<file path="config.mk">
export PLATFORM = sky130hd
export DESIGN_NAME = adc_ltc2315_emulator
export DESIGN_NICKNAME = d
export VERILOG_FILES = /design/src/rtl/adc_ltc2315_emulator.sv
export SDC_FILE = /design/constraint.sdc
export NUM_CORES = 1
export LEC_CHECK = 0
export ABC_CLOCK_PERIOD_IN_PS = 2700
export CAP_MARGIN = 20
export CORE_MARGIN = 3
export CORE_UTILIZATION = 50
export DETAILED_ROUTE_END_ITERATION = 10
export GPL_TIMING_DRIVEN = 0
export HOLD_SLACK_MARGIN = 0.12
export PLACE_DENSITY = 0.76
export SYNTH_ARGS = -nofsm -noshare
export SYNTH_HDL_FRONTEND = slang
export SYNTH_SLANG_ARGS = --single-unit
export TNS_END_PERCENT = 10
</file>
<file path="constraint.sdc">
create_clock -name clk -period 2.7 [get_ports clk]
set_clock_uncertainty 0.2 [all_clocks]
set_input_delay 0.405 -clock clk [delete_from_list [all_inputs] [get_ports clk]]
set_output_delay 0.405 -clock clk [all_outputs]
set_load 0.05 [all_outputs]
</file>
<file path="src/rtl/adc_ltc2315_emulator.sv">
// LTC2315-12 SPI responder with a built-in 12-bit test-pattern generator.
// Optional macro ADC_EMU_DITHER_EN adds a +/-1 LSB dither to cur_sample.
module adc_ltc2315_emulator #(
    parameter int          FRAME_BITS  = 16,
    parameter int          SYNC_STAGES = 2,
    parameter logic [11:0] LFSR_SEED   = 12'hACE
) (
    input  logic        clk,
    input  logic        rst_n,
    input  logic        sck,
    input  logic        cs,
    output logic        sdo,
    output logic        sdo_oe,
    input  logic [1:0]  pattern_sel,
    input  logic [11:0] const_data,
    input  logic [11:0] step,
    output logic [11:0] cur_sample,
    output logic        frame_done,
    output logic        frame_err,
    output logic [15:0] frame_cnt
);

    localparam int CW = $clog2(FRAME_BITS + 1);
    localparam logic [CW-1:0] CNT_DATA = CW'(13);
    localparam logic [CW-1:0] CNT_MAX  = CW'(FRAME_BITS);

    localparam logic [1:0] ST_IDLE  = 2'd0;
    localparam logic [1:0] ST_SHIFT = 2'd1;
    localparam logic [1:0] ST_TAIL  = 2'd2;

    logic [SYNC_STAGES-1:0] sck_sync;
    logic [SYNC_STAGES-1:0] cs_sync;
    logic                   sck_q;
    logic                   cs_q;
    logic                   sck_s;
    logic                   cs_s;
    logic                   sck_fall;
    logic                   cs_fall;
    logic                   cs_rise;

    logic [1:0]    state;
    logic [15:0]   shreg;
    logic [CW-1:0] cnt;

    logic [11:0] gen;
    logic [11:0] gen_nxt;
    logic        dir_down;
    logic        dir_nxt;
    logic [11:0] lfsr;
    logic [11:0] lfsr_nxt;
    logic [12:0] sum;
    logic [12:0] diff;
    logic [11:0] sample_nxt;

    // cs resets low so a cs held low through reset is not seen as a new frame
    always_ff @(posedge clk or negedge rst_n) begin
        if (!rst_n) begin
            sck_sync <= '1;
            cs_sync  <= '0;
            sck_q    <= 1'b1;
            cs_q     <= 1'b0;
        end else begin
            sck_sync <= {sck_sync[SYNC_STAGES-2:0], sck};
            cs_sync  <= {cs_sync[SYNC_STAGES-2:0], cs};
            sck_q    <= sck_s;
            cs_q     <= cs_s;
        end
    end

    assign sck_s    = sck_sync[SYNC_STAGES-1];
    assign cs_s     = cs_sync[SYNC_STAGES-1];
    assign sck_fall = sck_q & ~sck_s;
    assign cs_fall  = cs_q & ~cs_s;
    assign cs_rise  = ~cs_q & cs_s;

    always_ff @(posedge clk or negedge rst_n) begin
        if (!rst_n) begin
            state      <= ST_IDLE;
            shreg      <= '0;
            cnt        <= '0;
            sdo        <= 1'b0;
            sdo_oe     <= 1'b0;
            frame_done <= 1'b0;
            frame_err  <= 1'b0;
            frame_cnt  <= '0;
        end else begin
            frame_done <= 1'b0;
            frame_err  <= 1'b0;
            if (cs_rise) begin
                state  <= ST_IDLE;
                sdo    <= 1'b0;
                sdo_oe <= 1'b0;
                if (state != ST_IDLE) begin
                    if (cnt >= CNT_DATA) begin
                        frame_done <= 1'b1;
                        frame_cnt  <= frame_cnt + 16'd1;
                    end else begin
                        frame_err <= 1'b1;
                    end
                end
            end else if (cs_fall && state == ST_IDLE) begin
                state  <= ST_SHIFT;
                shreg  <= {1'b0, cur_sample, 3'b000};
                cnt    <= '0;
                sdo    <= 1'b0;
                sdo_oe <= 1'b1;
            end else if (sck_fall) begin
                unique case (state)
                    ST_SHIFT: begin
                        shreg <= {shreg[14:0], 1'b0};
                        sdo   <= shreg[14];
                        cnt   <= cnt + 1'b1;
                        if (cnt + 1'b1 == CNT_DATA)
                            state <= ST_TAIL;
                    end
                    ST_TAIL: begin
                        sdo <= 1'b0;
                        if (cnt != CNT_MAX)
                            cnt <= cnt + 1'b1;
                    end
                    default: ;
                endcase
            end
        end
    end

    assign sum  = {1'b0, gen} + {1'b0, step};
    assign diff = {1'b0, gen} - {1'b0, step};

    always_comb begin
        gen_nxt  = gen;
        dir_nxt  = dir_down;
        lfsr_nxt = lfsr;
        unique case (pattern_sel)
            2'd0: gen_nxt = const_data;
            2'd1: gen_nxt = sum[11:0];
            2'd2: begin
                lfsr_nxt = {lfsr[10:0],
                            lfsr[11] ^ lfsr[10] ^ lfsr[9] ^ lfsr[3]};
                gen_nxt  = lfsr_nxt;
            end
            2'd3: begin
                if (!dir_down) begin
                    if (sum >= 13'h0FFF) begin
                        gen_nxt = 12'hFFF;
                        dir_nxt = 1'b1;
                    end else begin
                        gen_nxt = sum[11:0];
                    end
                end else begin
                    if (diff[12] || diff == 13'd0) begin
                        gen_nxt = 12'h000;
                        dir_nxt = 1'b0;
                    end else begin
                        gen_nxt = diff[11:0];
                    end
                end
            end
            default: ;
        endcase
    end

`ifdef ADC_EMU_DITHER_EN
    logic [7:0] dlfsr;

    always_ff @(posedge clk or negedge rst_n) begin
        if (!rst_n)
            dlfsr <= 8'h5B;
        else if (cs_rise)
            dlfsr <= {dlfsr[6:0], dlfsr[7] ^ dlfsr[5] ^ dlfsr[4] ^ dlfsr[3]};
    end

    // LSB pair 00 -> -1, 11 -> +1, otherwise no offset
    always_comb begin
        sample_nxt = gen_nxt;
        unique case (dlfsr[1:0])
            2'b00:   if (gen_nxt != 12'h000) sample_nxt = gen_nxt - 12'd1;
            2'b11:   if (gen_nxt != 12'hFFF) sample_nxt = gen_nxt + 12'd1;
            default: ;
        endcase
    end
`else
    assign sample_nxt = gen_nxt;
`endif

    always_ff @(posedge clk or negedge rst_n) begin
        if (!rst_n) begin
            gen        <= '0;
            dir_down   <= 1'b0;
            lfsr       <= LFSR_SEED;
            cur_sample <= '0;
        end else if (cs_rise) begin
            gen        <= gen_nxt;
            dir_down   <= dir_nxt;
            lfsr       <= lfsr_nxt;
            cur_sample <= sample_nxt;
        end
    end

endmodule

</file>
## Word-level counts from Yosys, hierarchy flattened

Index checks and enable logic that the tools add are counted.

- Flip-flop bits (word level): 73
- Input bits: 30
- Output and inout bits: 32

- $add $sub $neg: 4
- Magnitude comparators: 2
- Equal/unequal tests: 8
- Muxes and demuxes: 31
- Bitwise logic cells: 10
- Reductions and logical operators: 21

Operators with widths:

| operator | number |
|---|---|
| 12-bit one-hot mux with 4 select lines | 1 |
| 15-bit 2-to-1 mux | 3 |
| 12-bit 2-to-1 mux | 3 |
| 16-bit by 1-bit adder with 16-bit output (second input constant) | 1 |
| 5-bit 2-to-1 mux | 3 |
| 1-bit 2-to-1 mux | 14 |
| 12-bit by 12-bit adder with 13-bit output | 1 |
| 13-bit by 12-bit greater-or-equal comparator with 1-bit output (second input constant) | 1 |
| 13-bit zero test | 1 |
| 12-bit by 12-bit subtractor with 13-bit output | 1 |
| 3-bit nonzero test | 4 |
| 2-bit 2-to-1 mux | 5 |
| 5-bit one-hot mux with 2 select lines | 1 |
| 3-bit AND reduction | 3 |
| 2-bit nonzero test | 4 |
| 2-bit equality test (second input constant) | 3 |
| 2-bit AND reduction | 3 |
| 5-bit by 1-bit adder with 5-bit output (second input constant) | 1 |
| 5-bit by 4-bit equality test with 1-bit output (second input constant) | 1 |
| 5-bit by 4-bit greater-or-equal comparator with 1-bit output (second input constant) | 1 |
| 5-bit inequality test (second input constant) | 1 |
| 2-bit by 1-bit equality test with 1-bit output (second input constant) | 2 |
| 2-bit zero test | 2 |
| 1-bit NOT | 4 |
| other kinds (8) | 12 |

## Longest topological paths before layout

- Word-level depth: 7
- Depth in mapped cells: 13
- Gate-level depth less buffers: 12

## Worst setup path after synthesis

Ideal clock, no wire load.

- Path kind: reg-to-reg
- Start point: reg gen[0]
- End point: reg gen[0]
- Setup time: 132 ps
- Arrival time: 2720 ps
- Setup slack: -352 ps
- Cell stages (with the launch flop): 14
- Clock period less this slack: 3052 ps
- Path through: dfrtp_1 inv_1 ha_1 inv_1 fa_1 a211oi_1 o21bai_1 a211oi_1 o21ai_0 buf_2 nor2_1 nor4_1 a21oi_1 o21ai_1

- Cells in the longest elaborated chain, start to end: 6

Ends and longest elaborated chain:

| what | line | RTL |
|---|---|---|
| start: declaration | 45 | `logic [11:0] gen;` |
| start signal: assignment | 193 | `gen <= gen_nxt;` |
| branches (longest 5 deep; another with 12-bit by 12-bit adder with 13-bit output) | -- |  |
| 12-bit one-hot mux with 4 select lines * | 134 | `unique case (pattern_sel)` |

Mark *: on every way between the ends.
A chain may end at the register's enable or synchronous reset.

## Worst setup path after layout

- Start point: reg gen[6]
- End point: reg gen[0]

- Cells in the longest elaborated chain, start to end: 6

Ends and longest elaborated chain:

| what | line | RTL |
|---|---|---|
| branches (longest 4 deep; another with 12-bit by 12-bit adder with 13-bit output) | -- |  |
| 12-bit 2-to-1 mux * | 143 | `if (!dir_down) begin` |
| 12-bit one-hot mux with 4 select lines * | 134 |  |

Marks and branches as above.

==> results.py <==
metrics = {
    "timing": {
        "maxSlewViolCount": 0,
        "timing.final.hold_violations": 0,
        "max-slew-margin-rel_pct": 43.5,
        "finalSetupViolations": 11,
        "post-route-period-util_pct": 109,
        "fmax_mhz": 341,
        "min_period_ns": 2.93,
        "tightest_slew_ns": 0.848,
        "setup_ws_ns": -0.234,
        "rsz0062_at_grt": "true",
    },
    "routing": {
        "avgRoutedWirePerCell_um": 17.6,
        "drtAntennaViolNets": 0,
        "viasPerCell": 5.95,
        "routed_wl_mm": 13.5,
        "vias": 4577,
        "drtPass1Iterations": 6,
        "drt_iter0_drc": 451,
        "post-route-drc-count": 0,
    },
    "layout": {
        "num-fill-cells": 759,
        "final_cells": 769,
        "antenna_cells": 0,
        "nNetsFinal": 699,
        "layout-drive-gt1-share_pct": 18.4,
        "utilization_pct": 66.5,
        "seqCellArea_sq_mm": 0.00178,
        "multi_input_area_sq_mm": 0.00311,
        "syn2layout_area_growth_pct": 27.7,
        "stdcell_area_sq_mm": 0.00621,
    },
    "worst_setup_path": {
        "worstPathRequired_ns": 2.71,
        "path_cells": "ha_4 > or2_4 > or3_1 > o2111a_1 > o31a_1 > o21a_1 > a41o_1 > o21ai_2 > o21ai_1",
        "critPathMaxStageDelay_ns": 0.49,
        "end_kind": "flip-flop",
        "worstPathMaxFanout": 5,
        "cp_top_family": "compound AO/OA/AOI/OAI gates",
        "cp-start-kind": "flip-flop",
        "slowest_stage": "dfrtp_2",
        "critPathBufInv": 0,
        "crit_type": "flip-flop to flip-flop",
        "critPathArrivalTime_ns": 2.94,
    },
    "floorplan": {
        "die_x_um": 105,
        "dieArea_sq_mm": 0.0109,
        "row_count": 35,
        "core_sq_mm": 0.00933,
        "initial_core_util_pct": 52.1,
        "ioPinCount": 62,
        "die_h_um": 105,
    },
    "cts": {
        "cts.path.max_buffers": 2,
        "cts_buffers": 9,
        "clkTransAtPathRegs_ns": 0.08,
        "root_buffer": "clkbuf_8",
        "cts_sinks": 70,
        "cts_tree": "done",
        "clock_latency_ns": 0.35,
        "h-tree-depth": 3,
    },
    "pwr": {
        "worst_ir_drop_vdd_v": 0.000787,
        "finalPower_mw": 5.92,
        "p_per_area_mw_per_mm2": 953,
        "leakage_nw": 2.62,
    },
    "outcome": {
        "outcome": "complete, but fails checks",
        "failed_checks": "negative setup slack",
    },
    "logic_synthesis": {
        "synth_area_leader_cell": "dfrtp_1",
        "syn_avg_cell_area_sq_um": 8.81,
        "netlist.area_leader.share_pct": 30.9,
        "synthCells": 552,
        "synth_enable_flop_cells": 0,
        "syn_nets": 616,
        "synth_common_cells": "nand2_1, dfrtp_1, nor2_1",
        "synthTopCellsByArea": "dfrtp_1, ha_1, dfstp_2",
        "synthFlopType": "dfrtp_1",
        "ys_async_sr_fraction_pct": 100,
        "synth_cell_types": 70,
        "yosysMostFrequentCell": "nand2_1",
        "ys_warn_count": 0,
        "syn-cell-area_sq_mm": 0.00486,
        "ys_ff_latch": 70,
        "seq_area_frac_synth_pct": 36.3,
    },
    "worst_hold_path": {
        "min-delay-path-class": "flip-flop to flip-flop",
    },
    "global_routing": {
        "grt_pass1_wl_mm": 21.8,
        "grt-ovfl-total": 0,
        "grt_antenna_before_repair": 0,
        "track_usage_pct": 24.6,
        "grt_pass1_vias": 4283,
        "grt_max_degree": 71,
    },
    "placed_design": {
        "hpwl_mm": 10.2,
        "dp_cells": 742,
        "dpl_cell_area_sq_mm": 0.00572,
        "pre_cts_slack_ns": -0.794,
        "gp_congestion": 0.917,
        "portBuffers": 61,
    },
    "run": {
        "drv_cap": 0,
    },
}
[final cells by class]
| type | count | share of cell area [%] |
|---|---|---|
| Buffer | 25 | 2.14 |
| Clock buffer | 10 | 2.06 |
| Clock inverter | 6 | 1.39 |
| Inverter | 30 | 1.81 |
| Multi-Input combinational cell | 426 | 50.1 |
| Sequential cell | 70 | 28.6 |
| Tap cell | 129 | 2.60 |
| Timing Repair Buffer | 73 | 11.3 |
[per-layer routing]
metal,vias to the layer above,GRT usage (%),routed length [um]
met2,193,37.1,6030
met4,0,6.00,176
li1,2143,-,-
met1,2226,36.5,6310
met5,-,0,0
met3,15,4.63,993
[flip-flops by register name, indices dropped and copies added (netlist names), 2 cells and up]
name / count
gen: 12
cnt: 5
frame_cnt: 16
lfsr: 12
state: 2
cs_sync: 2
sck_sync: 2
shreg: 12
[power breakdown]
part | switching (mW) | total [mW] | internal, mW | leakage, nW
Clock | 0.404 | 0.923 | 0.519 | 0.106
Sequential | 0.313 | 1.66 | 1.35 | 0.835
Combinational | 1.92 | 3.33 | 1.41 | 1.68
[repair_timing]
action,4_1_cts,5_1_grt
endpoints found under the setup margin,20,35
endpoints found under the hold margin,60,0
setup buffers,6,5
resized for setup,30,28
cloned,0,0
hold buffers,1,0
pin swaps,24,15
[path summary, 6_finish.rpt]
kind                             start  endpoint  slack [ns]  cells after the start
max                             gen[6]    gen[0]       -0.23                      9
min                        sck_sync[1]     sck_q        0.15                      0
max reg2reg                     gen[6]    gen[0]       -0.23                      9
min reg2reg                sck_sync[1]     sck_q        0.15                      0
max in group asynchronous        rst_n    gen[7]        1.19                      2
min in group asynchronous        rst_n    cnt[2]        0.50                      2
[stage by stage]
step	hold WS, ns	TNS (ns)
floorplan	-0.0906	-0.0980
global placement	0.135	-91.01
detailed placement	0.147	-8.72
CTS	0.150	-1.93
global route	0.152	-4.12
finish	0.153	-1.54
[layout by cell type, fill, tap and decap left out, drive strengths merged, types with 19 or more instances in the layout]
cell type and n:
inv 29, dfrtp 60, ha 32, clkbuf 25
nand2 63, xnor2 22, a21oi 19, clkdlybuf4s50 53
buf 22, nor2 57, o21ai 32
[cells by family after synthesis]
logic type | synth area share [%]
buffers and inverters | 4.63
AOI/OAI and AO/OA | 19.5
adders and majority gates | 9.06
and+or+nand+nor | 20.6
xor gates and xnor gates | 5.41
muxes | 4.50
DFF | 36.3
Note: power is estimated with default switching activity, not from simulation.
